## src/rtl/vga_pkg.sv

```systemverilog
// Shared VGA timing defaults, controller state type and a width helper.
package vga_pkg;

  localparam int VGA_H_ACTIVE = 640;
  localparam int VGA_H_FP     = 16;
  localparam int VGA_H_SYNC   = 96;
  localparam int VGA_H_BP     = 48;
  localparam int VGA_V_ACTIVE = 480;
  localparam int VGA_V_FP     = 10;
  localparam int VGA_V_SYNC   = 2;
  localparam int VGA_V_BP     = 33;

  typedef enum logic [1:0] {
    ST_IDLE  = 2'd0,
    ST_RUN   = 2'd1,
    ST_DRAIN = 2'd2
  } vga_state_e;

  // Address width that never collapses to zero bits.
  function automatic int clog2_min1(input int n);
    return (n > 1) ? $clog2(n) : 1;
  endfunction

endpackage

```

## src/rtl/vga_axis_counter.sv

```systemverilog
// Modulo-MOD up-counter for one raster axis; wrap flags the tick that returns to 0.
module vga_axis_counter #(
  parameter int MOD = 800,
  parameter int W   = 10
) (
  input  logic         clk,
  input  logic         rst_n,
  input  logic         tick,
  output logic [W-1:0] count,
  output logic         wrap
);

  localparam logic [W-1:0] LAST = W'(MOD - 1);

  assign wrap = tick && (count == LAST);

  always_ff @(posedge clk or negedge rst_n) begin
    if (!rst_n) begin
      count <= '0;
    end else if (tick) begin
      count <= wrap ? '0 : count + 1'b1;
    end
  end

endmodule

```

## src/rtl/vga_timing_gen.sv

```systemverilog
// VGA raster timing generator: issues pixel-memory reads and re-aligns syncs/DE with
// the returned pixel data after a fixed read latency.
//
//   state    | meaning
//   ---------+-------------------------------------------------------------
//   ST_IDLE  | counters parked at 0, outputs blank, syncs inactive
//   ST_RUN   | raster running, en held high
//   ST_DRAIN | en dropped; finish the current frame, then go idle
module vga_timing_gen
  import vga_pkg::*;
#(
  parameter int H_ACTIVE = VGA_H_ACTIVE,
  parameter int H_FP     = VGA_H_FP,
  parameter int H_SYNC   = VGA_H_SYNC,
  parameter int H_BP     = VGA_H_BP,
  parameter int V_ACTIVE = VGA_V_ACTIVE,
  parameter int V_FP     = VGA_V_FP,
  parameter int V_SYNC   = VGA_V_SYNC,
  parameter int V_BP     = VGA_V_BP,
  parameter int HS_POL   = 0,
  parameter int VS_POL   = 0,
  parameter int RD_LAT   = 1,
  parameter int COLOR_W  = 4
) (
  input  logic                              clk,
  input  logic                              rst_n,
  input  logic                              pix_en,
  input  logic                              en,
  input  logic [3*COLOR_W-1:0]              din,
  output logic [clog2_min1(V_ACTIVE)-1:0]   row,
  output logic [clog2_min1(H_ACTIVE)-1:0]   col,
  output logic                              rd_req,
  output logic [COLOR_W-1:0]                r,
  output logic [COLOR_W-1:0]                g,
  output logic [COLOR_W-1:0]                b,
  output logic                              hs,
  output logic                              vs,
  output logic                              de,
  output logic                              frame_start,
  output logic                              line_start,
  output logic                              running
);

  localparam int H_TOTAL = H_SYNC + H_BP + H_ACTIVE + H_FP;
  localparam int V_TOTAL = V_SYNC + V_BP + V_ACTIVE + V_FP;
  localparam int HW = clog2_min1(H_TOTAL);
  localparam int VW = clog2_min1(V_TOTAL);
  localparam int CW = clog2_min1(H_ACTIVE);
  localparam int RW = clog2_min1(V_ACTIVE);

  localparam logic [HW-1:0] H_SYNC_END = HW'(H_SYNC);
  localparam logic [HW-1:0] H_ACT_LO   = HW'(H_SYNC + H_BP);
  localparam logic [HW-1:0] H_ACT_HI   = HW'(H_SYNC + H_BP + H_ACTIVE);
  localparam logic [VW-1:0] V_SYNC_END = VW'(V_SYNC);
  localparam logic [VW-1:0] V_ACT_LO   = VW'(V_SYNC + V_BP);
  localparam logic [VW-1:0] V_ACT_HI   = VW'(V_SYNC + V_BP + V_ACTIVE);

  localparam logic HS_ON  = (HS_POL != 0);
  localparam logic HS_OFF = !HS_ON;
  localparam logic VS_ON  = (VS_POL != 0);
  localparam logic VS_OFF = !VS_ON;

  vga_state_e state, state_nx;

  logic [HW-1:0] h_cnt;
  logic [VW-1:0] v_cnt;
  logic          h_wrap, v_wrap;
  logic          active, h_tick, in_act;

  // Index 0 is the address-phase stage; index RD_LAT lines up with captured din.
  logic hs_p [0:RD_LAT];
  logic vs_p [0:RD_LAT];
  logic de_p [0:RD_LAT];
  logic [3*COLOR_W-1:0] rgb_q;

  assign active = (state != ST_IDLE);
  assign h_tick = pix_en && active;
  assign in_act = active
                  && (h_cnt >= H_ACT_LO) && (h_cnt < H_ACT_HI)
                  && (v_cnt >= V_ACT_LO) && (v_cnt < V_ACT_HI);

  vga_axis_counter #(.MOD(H_TOTAL), .W(HW)) u_h_cnt (
    .clk   (clk),
    .rst_n (rst_n),
    .tick  (h_tick),
    .count (h_cnt),
    .wrap  (h_wrap)
  );

  vga_axis_counter #(.MOD(V_TOTAL), .W(VW)) u_v_cnt (
    .clk   (clk),
    .rst_n (rst_n),
    .tick  (h_wrap),
    .count (v_cnt),
    .wrap  (v_wrap)
  );

  always_ff @(posedge clk or negedge rst_n) begin
    if (!rst_n) begin
      state <= ST_IDLE;
    end else begin
      state <= state_nx;
    end
  end

  // v_wrap already implies a pix_en tick on the last pixel of the frame.
  always_comb begin
    state_nx = state;
    if (pix_en) begin
      case (state)
        ST_IDLE:  if (en) state_nx = ST_RUN;
        ST_RUN:   if (!en) state_nx = ST_DRAIN;
        ST_DRAIN: begin
          if (en) begin
            state_nx = ST_RUN;
          end else if (v_wrap) begin
            state_nx = ST_IDLE;
          end
        end
        default:  state_nx = ST_IDLE;
      endcase
    end
  end

  always_ff @(posedge clk or negedge rst_n) begin
    if (!rst_n) begin
      for (int i = 0; i <= RD_LAT; i++) begin
        hs_p[i] <= HS_OFF;
        vs_p[i] <= VS_OFF;
        de_p[i] <= 1'b0;
      end
      row         <= '0;
      col         <= '0;
      rgb_q       <= '0;
      frame_start <= 1'b0;
      line_start  <= 1'b0;
    end else if (pix_en) begin
      hs_p[0]     <= (active && (h_cnt < H_SYNC_END)) ? HS_ON : HS_OFF;
      vs_p[0]     <= (active && (v_cnt < V_SYNC_END)) ? VS_ON : VS_OFF;
      de_p[0]     <= in_act;
      row         <= in_act ? RW'(v_cnt - V_ACT_LO) : '0;
      col         <= in_act ? CW'(h_cnt - H_ACT_LO) : '0;
      frame_start <= active && (h_cnt == '0) && (v_cnt == '0);
      line_start  <= active && (h_cnt == '0);
      for (int i = 1; i <= RD_LAT; i++) begin
        hs_p[i] <= hs_p[i-1];
        vs_p[i] <= vs_p[i-1];
        de_p[i] <= de_p[i-1];
      end
      rgb_q <= de_p[RD_LAT-1] ? din : '0;
    end else begin
      frame_start <= 1'b0;
      line_start  <= 1'b0;
    end
  end

  assign rd_req  = de_p[0];
  assign hs      = hs_p[RD_LAT];
  assign vs      = vs_p[RD_LAT];
  assign de      = de_p[RD_LAT];
  assign r       = rgb_q[COLOR_W-1:0];
  assign g       = rgb_q[2*COLOR_W-1:COLOR_W];
  assign b       = rgb_q[3*COLOR_W-1:2*COLOR_W];
  assign running = active;

endmodule

```

## config.mk

```make
export PLATFORM = sky130hd
export DESIGN_NAME = vga_timing_gen
export DESIGN_NICKNAME = d
export VERILOG_FILES = /design/src/rtl/vga_pkg.sv /design/src/rtl/vga_axis_counter.sv /design/src/rtl/vga_timing_gen.sv
export SDC_FILE = /design/constraint.sdc
export NUM_CORES = 1
export LEC_CHECK = 0
export ABC_AREA = 0
export CAP_MARGIN = 20
export CORE_ASPECT_RATIO = 1.1
export CORE_UTILIZATION = 53
export CTS_CLUSTER_DIAMETER = 120
export DETAILED_ROUTE_END_ITERATION = 16
export PLACE_DENSITY = 0.88
export SYNTH_ARGS = -nofsm -noshare
export SYNTH_HDL_FRONTEND = slang
export SYNTH_SLANG_ARGS = --single-unit
```

## constraint.sdc

```tcl
create_clock -name clk -period 2.3 [get_ports clk]
set_input_delay 0.46 -clock clk [delete_from_list [all_inputs] [get_ports clk]]
set_output_delay 0.46 -clock clk [all_outputs]
set_load 0.005 [all_outputs]
```

==> impl_metrics.yaml <==
global_route:
  grt_start_max_net_pins: 47
  grt_pass1_wl_mm: 11.8
  overflow: 0
  grt_use_total: 0.235
  antenna_found_initial: 0
  first_global_vias: 2532
hold_path:
  hold_class: "in -> async"
floorplan:
  die_height_um: 84.3
  die_area_um2: 6480
  rows: 29
  ioPinCount: 54
  initial_core_util: 0.559
  fp.coreArea_um2: 5840
  die_width_um: 76.8
timing:
  slew_viol_final: 0
  finalWorstPathRequiredPeriod_ns: 2.10
  period_share: 0.914
  setup_viol: 0
  worst_slew_pin_slew_ns: 0.497
  maxSlewHeadroom: 0.669
  finClkSkew_ns: 0.0110
  hold_viol_final: 0
  max_clock_freq_ghz: 0.476
  rsz0062_at_grt: "false"
  tns_ns: 0
finish:
  nNetsFinal: 389
  postLayoutCellArea_um2: 4040
  instances_no_fill: 447
  area_growth_pct: 23.6
  antenna_cells: 0
  multi_input_area_um2: 1420
  fill_cells: 423
  seqCellArea_um2: 1530
  layout-drive-gt1-share: 0.165
power:
  p_leak_nw: 1.68
  peakVddDrop_mv: 0.436
  powerDensity_nw_per_um2: 627
clock_tree:
  clock_sinks: 61
  clk_latency_ns: 0.34
  cts_max_level: 3
  cts_buffers: 9
  cts_setup_buffers: 0
  clkSlewWorstSetupHoldPaths_ns: 0.07
  tritoncts: "built"
  cts-root-buf: "clkbuf_8"
  cts.path.max_buffers: 2
  cts_resized: 0
  hold_buffers: 0
critical_path:
  required_ns: 1.84
  path_max_fanout: 8
  cp_data_arrival_time_ns: 1.64
  critPathKind: "reg -> out"
  cp_cell_sequence: "nor2_1 -> inv_1 -> clkdlybuf4s50_1"
  slowest_stage: "clkdlybuf4s50_1"
  crit_family: "buffers and inverters"
  start_kind: "register"
  max_stage_delay_ns: 0.56
  cp-end-kind: "primary output"
  cp.buffers_inverters: 2
logic_synthesis:
  synth_top_cells_by_count: "57 x dfrtp_1, 45 x inv_1, 24 x nand3_1, 22 x o21ai_0, 19 x o32ai_2"
  postSynthCellCount: 313
  syn-mean-instance-area_um2: 10.4
  syn-cell-area_um2: 3260
  yosysSeqAreaShare: 0.469
  yosysMostFrequentCell: "dfrtp_1"
  synth_top_cell_by_area: "dfrtp_1"
  synth-edff-count: 0
  synth-async-reset-ratio: 1.00
  ys_types: 51
  synth_ff_type: "dfrtp_1"
  yosysTopAreaCellShare: 0.437
  netlist_top_cells_area: "dfrtp_1 44%, o32ai_2 9.5%, inv_1 5.2%, nand3_1 3.7%, o21ai_0 3.4%"
  ys_ff_latch: 61
  syn-num-nets: 337
  yosys_warnings: 0
run:
  maxCapViolations: 0
drt:
  num_vias: 2513
  firstDrtPassIters: 4
  routed_wl_mm: 7.00
  dr.first_iter.drc_count: 169
  vias_per_cell: 5.62
  post_drt_wl_per_cell_um: 15.7
  antenna_left: 0
  route.detailed.drc: 0
outcome:
  status: "complete, no violations"
placed_design:
  place_congestion: 0.892
  dp.cells: 431
  dp_hpwl_mm: 4.85
  placed_area_um2: 3820
  io_buffers: 53
[final timing paths]
check                            startpoint          endpoint  slack [ns]  cells after the start
max                                state[1]           running        0.20                      3
min                                   rst_n          rgb_q[6]        0.08                      1
max reg2reg                u_v_cnt.count[0]            row[7]        0.29                      6
min reg2reg                              de                de        0.52                      1
max in group asynchronous             rst_n  u_v_cnt.count[3]        1.47                      2
min in group clk                         de                de        0.52                      1
[flip-flops by register name (all words and copies together), names as in the netlist]
name and flops:
col 10, de 1, frame_start 1, hs 1, hs_p 1, line_start 1
rd_req 1, rgb_q 12, row 9, state 2, u_h_cnt.count 10, u_v_cnt.count 10
vs 1, vs_p 1
[final cells by class]
type | count | area share
Inverter | 45 | 0.0419
Clock buffer | 12 | 0.0409
Tap cell | 77 | 0.0239
Timing Repair Buffer | 63 | 0.151
Sequential cell | 61 | 0.380
Clock inverter | 4 | 0.0112
Multi-Input combinational cell | 185 | 0.352
[worst register-to-register path: cells and delay by family, from the launching register on]
| kind | cells | cell delay (ns) |
|---|---|---|
| AND/OR/NAND/NOR | 2 | 0.42 |
| adder cells (fa/ha/maj) | 1 | 0.34 |
| buffers and inverters | 1 | 0.17 |
| flip-flops | 1 | 0.47 |
| AO/OA/AOI/OAI | 2 | 0.52 |
[per-layer routing]
metal	routed length (µm)	global-route usage	share of wire
met5	0	0	0
met1	3070	0.300	0.44
met4	180	0.121	0.026
met2	3370	0.374	0.48
met3	376	0.0522	0.054
[metrics by stage]
stage	hold slack, ns	worst slack, ns	power, W	utilization
after CTS	0.0915	0.227	0.00254	0.691
after global placement	0.456	0.418	0.00153	0.655
after global routing	0.121	0.160	0.00264	0.691
final	0.0780	0.198	0.00253	0.691
after detailed placement	0.461	0.319	0.00155	0.655
after floorplan	0.164	0.471	0.00142	-
[layout by cell type, fill, tap and decap left out, types with 3 or more instances in the layout]
master,Yosys,layout
and2_1,4,4
o32ai_2,19,19
mux2_2,4,4
nand2b_1,4,4
xnor2_1,12,12
clkdlybuf4s50_1,0,51
ha_1,8,8
nand2_1,17,17
a21oi_1,6,6
dfrtp_1,57,57
inv_1,45,45
nand4_1,3,3
nor3_1,8,8
and3_1,3,3
clkinv_2,0,3
buf_4,1,9
mux2i_1,3,3
xor2_1,5,5
nor2_1,10,10
dfstp_2,4,4
clkbuf_8,0,12
o21ai_0,22,22
nand3_1,24,24
[cell families (layout without fill, tap and decap cells)]
kind of cell,after synthesis,after routing,share of synthesized area
muxes,7,7,0.0230
xor gates and xnor gates,17,17,0.0456
and+or+nand+nor,88,88,0.151
DFF,61,61,0.469
adders and majority gates,8,8,0.0307
AOI/OAI and AO/OA,65,65,0.185
buffers and inverters,67,124,0.0958
[power breakdown]
| group | switching, W | leakage (nW) | internal (W) |
|---|---|---|---|
| clock | 0.000416 | 0.112 | 0.000583 |
| combinational | 0.000174 | 0.750 | 0.000135 |
| sequential | 0.0000830 | 0.813 | 0.00114 |
Power figures use the tool's default switching activity.
